--- config.mk ---
export PLATFORM = sky130hd
export DESIGN_NAME = regfile_wb_arbiter
export DESIGN_NICKNAME = d
export VERILOG_FILES = /design/src/rtl/regfile_pkg.sv /design/src/rtl/wb_fifo.sv /design/src/rtl/regfile_wb_arbiter.sv
export SDC_FILE = /design/constraint.sdc
export NUM_CORES = 1
export LEC_CHECK = 0
export CAP_MARGIN = 20
export CORE_ASPECT_RATIO = 1.25
export CORE_UTILIZATION = 50
export CTS_BUF_LIST = sky130_fd_sc_hd__clkbuf_8
export DETAILED_ROUTE_END_ITERATION = 16
export PLACE_DENSITY = 0.79
export SYNTH_ARGS = -nofsm -noshare
export SYNTH_HDL_FRONTEND = slang
export SYNTH_HIERARCHICAL = 1
export SYNTH_SLANG_ARGS = --single-unit
--- constraint.sdc ---
create_clock -name Clk -period 2.37 [get_ports Clk]
set_clock_uncertainty 0.05 [all_clocks]
set_input_delay 0.3555 -clock Clk [delete_from_list [all_inputs] [get_ports Clk]]
set_output_delay 0.3555 -clock Clk [all_outputs]
set_load 0.01 [all_outputs]
--- src/rtl/regfile_pkg.sv ---
// ============================================================================
// regfile_pkg : shared register-file widths and writeback request type
// Rev 1.0
// ============================================================================
`default_nettype none

package regfile_pkg;
  localparam int ADDR_W = 5;
  localparam int DATA_W = 32;
  localparam logic [ADDR_W-1:0] ZERO_REG = 5'd0;

  typedef struct packed {
    logic [ADDR_W-1:0] addr;
    logic [DATA_W-1:0] data;
  } wb_req_t;
endpackage

`default_nettype wire

--- src/rtl/wb_fifo.sv ---
// ============================================================================
// wb_fifo : synchronous FIFO of writeback requests, sync active-high reset
// Rev 1.0
// ============================================================================
`default_nettype none

module wb_fifo
  import regfile_pkg::*;
#(
  parameter int DEPTH = 4
) (
  input  logic    clk_i,
  input  logic    rst_i,
  input  logic    push_i,
  input  wb_req_t data_i,
  input  logic    pop_i,
  output logic    full_o,
  output logic    empty_o,
  output wb_req_t head_o
);

  localparam int PTR_W = $clog2(DEPTH);

  // Extra MSB is the wrap bit that tells full from empty.
  logic [PTR_W:0] wr_ptr_q, wr_ptr_d;
  logic [PTR_W:0] rd_ptr_q, rd_ptr_d;
  wb_req_t        mem_q [DEPTH];

  always_comb begin
    wr_ptr_d = wr_ptr_q;
    rd_ptr_d = rd_ptr_q;
    if (push_i) wr_ptr_d = wr_ptr_q + (PTR_W+1)'(1);
    if (pop_i)  rd_ptr_d = rd_ptr_q + (PTR_W+1)'(1);
  end

  always_ff @(posedge clk_i) begin
    if (rst_i) begin
      wr_ptr_q <= '0;
      rd_ptr_q <= '0;
    end else begin
      wr_ptr_q <= wr_ptr_d;
      rd_ptr_q <= rd_ptr_d;
    end
  end

  always_ff @(posedge clk_i) begin
    if (push_i) mem_q[wr_ptr_q[PTR_W-1:0]] <= data_i;
  end

  assign empty_o = (wr_ptr_q == rd_ptr_q);
  assign full_o  = (wr_ptr_q[PTR_W] != rd_ptr_q[PTR_W]) &&
                   (wr_ptr_q[PTR_W-1:0] == rd_ptr_q[PTR_W-1:0]);
  assign head_o  = mem_q[rd_ptr_q[PTR_W-1:0]];

endmodule

`default_nettype wire

--- src/rtl/regfile_wb_arbiter.sv ---
// ============================================================================
// regfile_wb_arbiter : merges ALU and buffered MEM results onto the regfile
// write port. Optional macro REGFILE_WB_FWD_EN adds in-flight forwarding.
// Rev 1.0
// ============================================================================
`default_nettype none

module regfile_wb_arbiter #(
  parameter int DATA_W       = regfile_pkg::DATA_W,
  parameter int ADDR_W       = regfile_pkg::ADDR_W,
  parameter int DEPTH        = 4,
  parameter int STARVE_LIMIT = 3
) (
  input  logic              Clk,
  input  logic              Reset,
  input  logic              AluValid,
  output logic              AluReady,
  input  logic [ADDR_W-1:0] AluReg,
  input  logic [DATA_W-1:0] AluData,
  input  logic              MemValid,
  output logic              MemReady,
  input  logic [ADDR_W-1:0] MemReg,
  input  logic [DATA_W-1:0] MemData,
  output logic              RegWrite,
  output logic [ADDR_W-1:0] WriteRegister,
  output logic [DATA_W-1:0] WriteData,
  output logic              Busy
`ifdef REGFILE_WB_FWD_EN
  ,
  input  logic [ADDR_W-1:0] FwdReg1,
  input  logic [ADDR_W-1:0] FwdReg2,
  output logic              FwdHit1,
  output logic              FwdHit2,
  output logic [DATA_W-1:0] FwdData1,
  output logic [DATA_W-1:0] FwdData2
`endif
);

  localparam int STARVE_W = $clog2(STARVE_LIMIT + 1);

  logic                  fifo_full, fifo_empty;
  logic                  push, pop, alu_win;
  regfile_pkg::wb_req_t  push_req, head_req;

  logic [STARVE_W-1:0]   starve_q, starve_d;
  logic                  regwrite_q, regwrite_d;
  logic [ADDR_W-1:0]     wreg_q, wreg_d;
  logic [DATA_W-1:0]     wdata_q, wdata_d;

  // Holding the ALU off for one cycle lets the FIFO head drain.
  assign AluReady = !((starve_q == STARVE_W'(STARVE_LIMIT)) && !fifo_empty) && !Reset;
  assign MemReady = !fifo_full && !Reset;

  assign alu_win  = AluValid && AluReady && (AluReg != regfile_pkg::ZERO_REG);
  assign pop      = !alu_win && !fifo_empty && !Reset;
  assign push     = MemValid && MemReady && (MemReg != regfile_pkg::ZERO_REG);

  assign push_req.addr = MemReg;
  assign push_req.data = MemData;

  wb_fifo #(
    .DEPTH (DEPTH)
  ) u_fifo (
    .clk_i   (Clk),
    .rst_i   (Reset),
    .push_i  (push),
    .data_i  (push_req),
    .pop_i   (pop),
    .full_o  (fifo_full),
    .empty_o (fifo_empty),
    .head_o  (head_req)
  );

  always_comb begin
    starve_d   = starve_q;
    regwrite_d = 1'b0;
    wreg_d     = wreg_q;
    wdata_d    = wdata_q;

    if (fifo_empty || pop) starve_d = '0;
    else if (alu_win)      starve_d = starve_q + STARVE_W'(1);

    if (alu_win) begin
      regwrite_d = 1'b1;
      wreg_d     = AluReg;
      wdata_d    = AluData;
    end else if (pop) begin
      regwrite_d = 1'b1;
      wreg_d     = head_req.addr;
      wdata_d    = head_req.data;
    end
  end

  always_ff @(posedge Clk) begin
    if (Reset) begin
      starve_q   <= '0;
      regwrite_q <= 1'b0;
      wreg_q     <= '0;
      wdata_q    <= '0;
    end else begin
      starve_q   <= starve_d;
      regwrite_q <= regwrite_d;
      wreg_q     <= wreg_d;
      wdata_q    <= wdata_d;
    end
  end

  assign RegWrite      = regwrite_q;
  assign WriteRegister = wreg_q;
  assign WriteData     = wdata_q;
  assign Busy          = !fifo_empty || regwrite_q;

`ifdef REGFILE_WB_FWD_EN
  // Covers the cycle a write sits on the port before the regfile commits it.
  assign FwdHit1  = regwrite_q && (wreg_q == FwdReg1) && (FwdReg1 != regfile_pkg::ZERO_REG);
  assign FwdHit2  = regwrite_q && (wreg_q == FwdReg2) && (FwdReg2 != regfile_pkg::ZERO_REG);
  assign FwdData1 = wdata_q;
  assign FwdData2 = wdata_q;
`endif

endmodule

`default_nettype wire

==> flow_metrics.tcl <==
set metrics [dict create \
    rsz0062_at_grt "false" \
    die_area_um2 15970 \
    rows 50 \
    grt_max_degree 43 \
    worst-setup-path-type "reg -> out" \
    drive_gt1_share_pct 19.61 \
    hold_buffers 0 \
    max_stage_delay_ns 0.55 \
    cts_made_buffers 17 \
    ant_nets 0 \
    path_cells "xor2_2, nor3_2, nor2_1, clkdlybuf4s50_1" \
    drv_cap 0 \
    synth_area_leader_cell "edfxtp_1" \
    vias 4236 \
    hpwl_mm 10.18 \
    ios 119 \
    place_congestion 0.7671 \
    setup-violations-final 0 \
    cts_setup_buffers 0 \
    clk_pin_slew_ns 0.09 \
    clkPwrFrac_pct 32.0 \
    synth_area_um2 7731 \
    multi_input_area_um2 2137 \
    crit_fanout 3 \
    p_int_mw 5.521 \
    area_growth_pct 24.18 \
    slowest_stage "clkdlybuf4s50_1" \
    critPathCaptureType "output port" \
    synthCells 425 \
    p_leak_nw 3.148 \
    crit_required_ns 1.96 \
    p_total_mw 7.128 \
    avgViaCountPerCell 5.663 \
    grt_pass1_vias 4520 \
    antenna_cells 0 \
    critPathBufInv 1 \
    combinationalPowerShare_pct 13.4 \
    cp-start-kind "flip-flop" \
    n_fill_cell 1078 \
    avgSynthCellArea_um2 18.19 \
    yosysSeqAreaShare_pct 69.91 \
    netlist_top_cells_area "edfxtp_1 (57%), dfxtp_1 (12%), mux4_2 (8.7%)" \
    p_per_area_nw_per_um2 742.5 \
    clk_path_buf_depth 2 \
    die_x_um 113.2 \
    netSwitchingPower_mw 1.607 \
    dr.pass1.iters 4 \
    insertion_delay_ns 0.43 \
    tightest_slew_ns 0.8518 \
    synth.distinct_cells 37 \
    netlist.area_leader.share_pct 57.49 \
    min_path_type "in -> reg" \
    period_needed_ns 2.239 \
    core_um2 15010 \
    path_delay_family "buffers and inverters" \
    slew_headroom_pct 43.21 \
    h-tree-depth 4 \
    routedWlPerCell_um 20.87 \
    seqCellArea_um2 5411 \
    max_freq_mhz 446.7 \
    ir_drop_mv 0.4628 \
    grt_first_pass_wirelength_mm 24.56 \
    synth_warnings 6 \
    drc 0 \
    seqPwrFrac_pct 54.6 \
    initial_core_util_pct 51.49 \
    grt_overflow 0 \
    tritoncts "done" \
    die_y_um 141.0 \
    synth_seq_cells 196 \
    timing.final.max_slew_violations 0 \
    final.setup.tns_ns 0 \
    arrival_ns 1.83 \
    grt_usage_pct 20.85 \
    antenna_found_initial 0 \
    ff2ff_setup_slack_ns 0.17 \
    drtIter0Drc 194 \
    finalCritPeriodShare_pct 94.46 \
    cts_root_buf "clkbuf_8" \
    wirelength_mm 15.61 \
    status "complete, no violations" \
    swShare_pct 22.55 \
    portBuffers 118 \
    finalNetCount 637 \
    clock-sinks 196 \
    synth_fp_nets 509 \
    hold_violations 0 \
]
through the flow:
step	util, %	hold WS, ns	setup WS, ns	instance area (um2)	instances
3_5_place_dp	60.82	0.3723	0.1419	9131	716
6_report	63.94	0.2564	0.1313	9600	748
3_3_place_gp	60.82	0.3755	0.2522	9131	716
4_1_cts	63.79	0.2337	0.01853	9578	748
5_1_grt	63.94	0.2582	0.008022	9600	748
2_1_floorplan	-	0.3537	0.07055	7736	425
cell usage after synthesis (all sizes together):
library cell and n:
nor3b 1, o31ai 37, nor4 1, xor2 2, xnor2 3, mux4 37, nand2b 1, nand3b 2
buf 20, and2 5, a211oi 1, ha 6, nand3 32, edfxtp 148, and3 1, dfxtp 48
nand2 8, mux2i 39, o21ai 1, a21bo 2, a21oi 4, clkbuf 9, nor3 4, nor2 9
inv 4
cell families (layout without fill, tap and decap cells):
logic type	Yosys count	after routing	share of synthesized area, %
XOR/XNOR	5	5	0.5665
AO/OA/AOI/OAI	45	45	4.920
AND/OR/NAND/NOR	64	64	4.435
multiplexers	76	76	16.17
buffers and inverters	33	174	3.026
flip-flops	196	196	69.91
adder cells (fa/ha/maj)	6	6	0.9710
sequential cells by signal, summed over array words and instances (netlist names), named ones only:
signal / cells
u_fifo/rd_ptr_q: 3
u_fifo/mem_q: 148
starve_q: 2
WriteRegister: 5
RegWrite: 1
WriteData: 32
u_fifo/wr_ptr_q: 3
routing by layer:
| layer | global-route usage, % | vias to the layer above | part of all wire [%] |
|---|---|---|---|
| li1 | - | 1951 | - |
| met1 | 25.70 | 2151 | 40 |
| met2 | 36.49 | 112 | 54 |
| met3 | 3.482 | 22 | 3.4 |
| met4 | 8.587 | 0 | 2.7 |
| met5 | 0 | - | 0 |
power groups by stage:
stage | combinational, mW | clock [mW] | sequential (mW)
detailed placement | 0.964 | 0 | 3.97
floorplan | 0.523 | 0 | 3.99
CTS | 0.966 | 2.33 | 3.89
finish | 0.953 | 2.28 | 3.89
global placement | 0.939 | 0 | 3.96
global route | 1.02 | 2.45 | 3.91
final cells by class:
cell class	count	area share [%]
sequential	196	56.37
multi-input combinational	196	22.26
timing repair buffer	138	14.31
clock buffer	18	2.580
tap	182	2.372
clock inverter	14	1.955
inverter	4	0.1564
final timing paths:
check | from | to | cells after the start
max | u_fifo/rd_ptr_q[1]$_SDFFE_PP0P_ | MemReady | 4
min | Reset | u_fifo/wr_ptr_q[1]$_SDFFE_PP0P_ | 2
max reg2reg | u_fifo/rd_ptr_q[1]$_SDFFE_PP0P_ | WriteData[12]$_SDFFE_PP0P_ | 6
min reg2reg | starve_q[0]$_SDFFE_PP0N_ | starve_q[0]$_SDFFE_PP0N_ | 1
what timing repair did:
action | CTS | global route
gates resized for setup | 5 | 5
setup endpoints to repair | 2 | 24
pin swaps | 0 | 0
endpoints found under the hold margin | 0 | 0
cell usage in the layout, fill, tap and decap left out, types with 2 or more instances in the layout:
master,n
ha_1,6
dfxtp_1,43
nand2_1,7
inv_1,6
nor3_2,2
dfxtp_2,5
edfxtp_1,148
xor2_2,2
buf_12,4
nand3b_1,2
dlygate4sd2_1,2
mux4_2,30
clkinv_4,2
o31ai_2,9
a21oi_1,4
o31ai_1,28
nand3_1,32
nor2_1,8
clkinvlp_4,4
and2_2,4
bufinv_16,4
mux4_1,7
mux2i_1,39
xnor2_1,2
clkdlybuf4s50_1,115
clkbuf_8,18
buf_4,16
nor3_1,2
a21bo_2,2
Note: power is estimated with default switching activity, not from simulation.
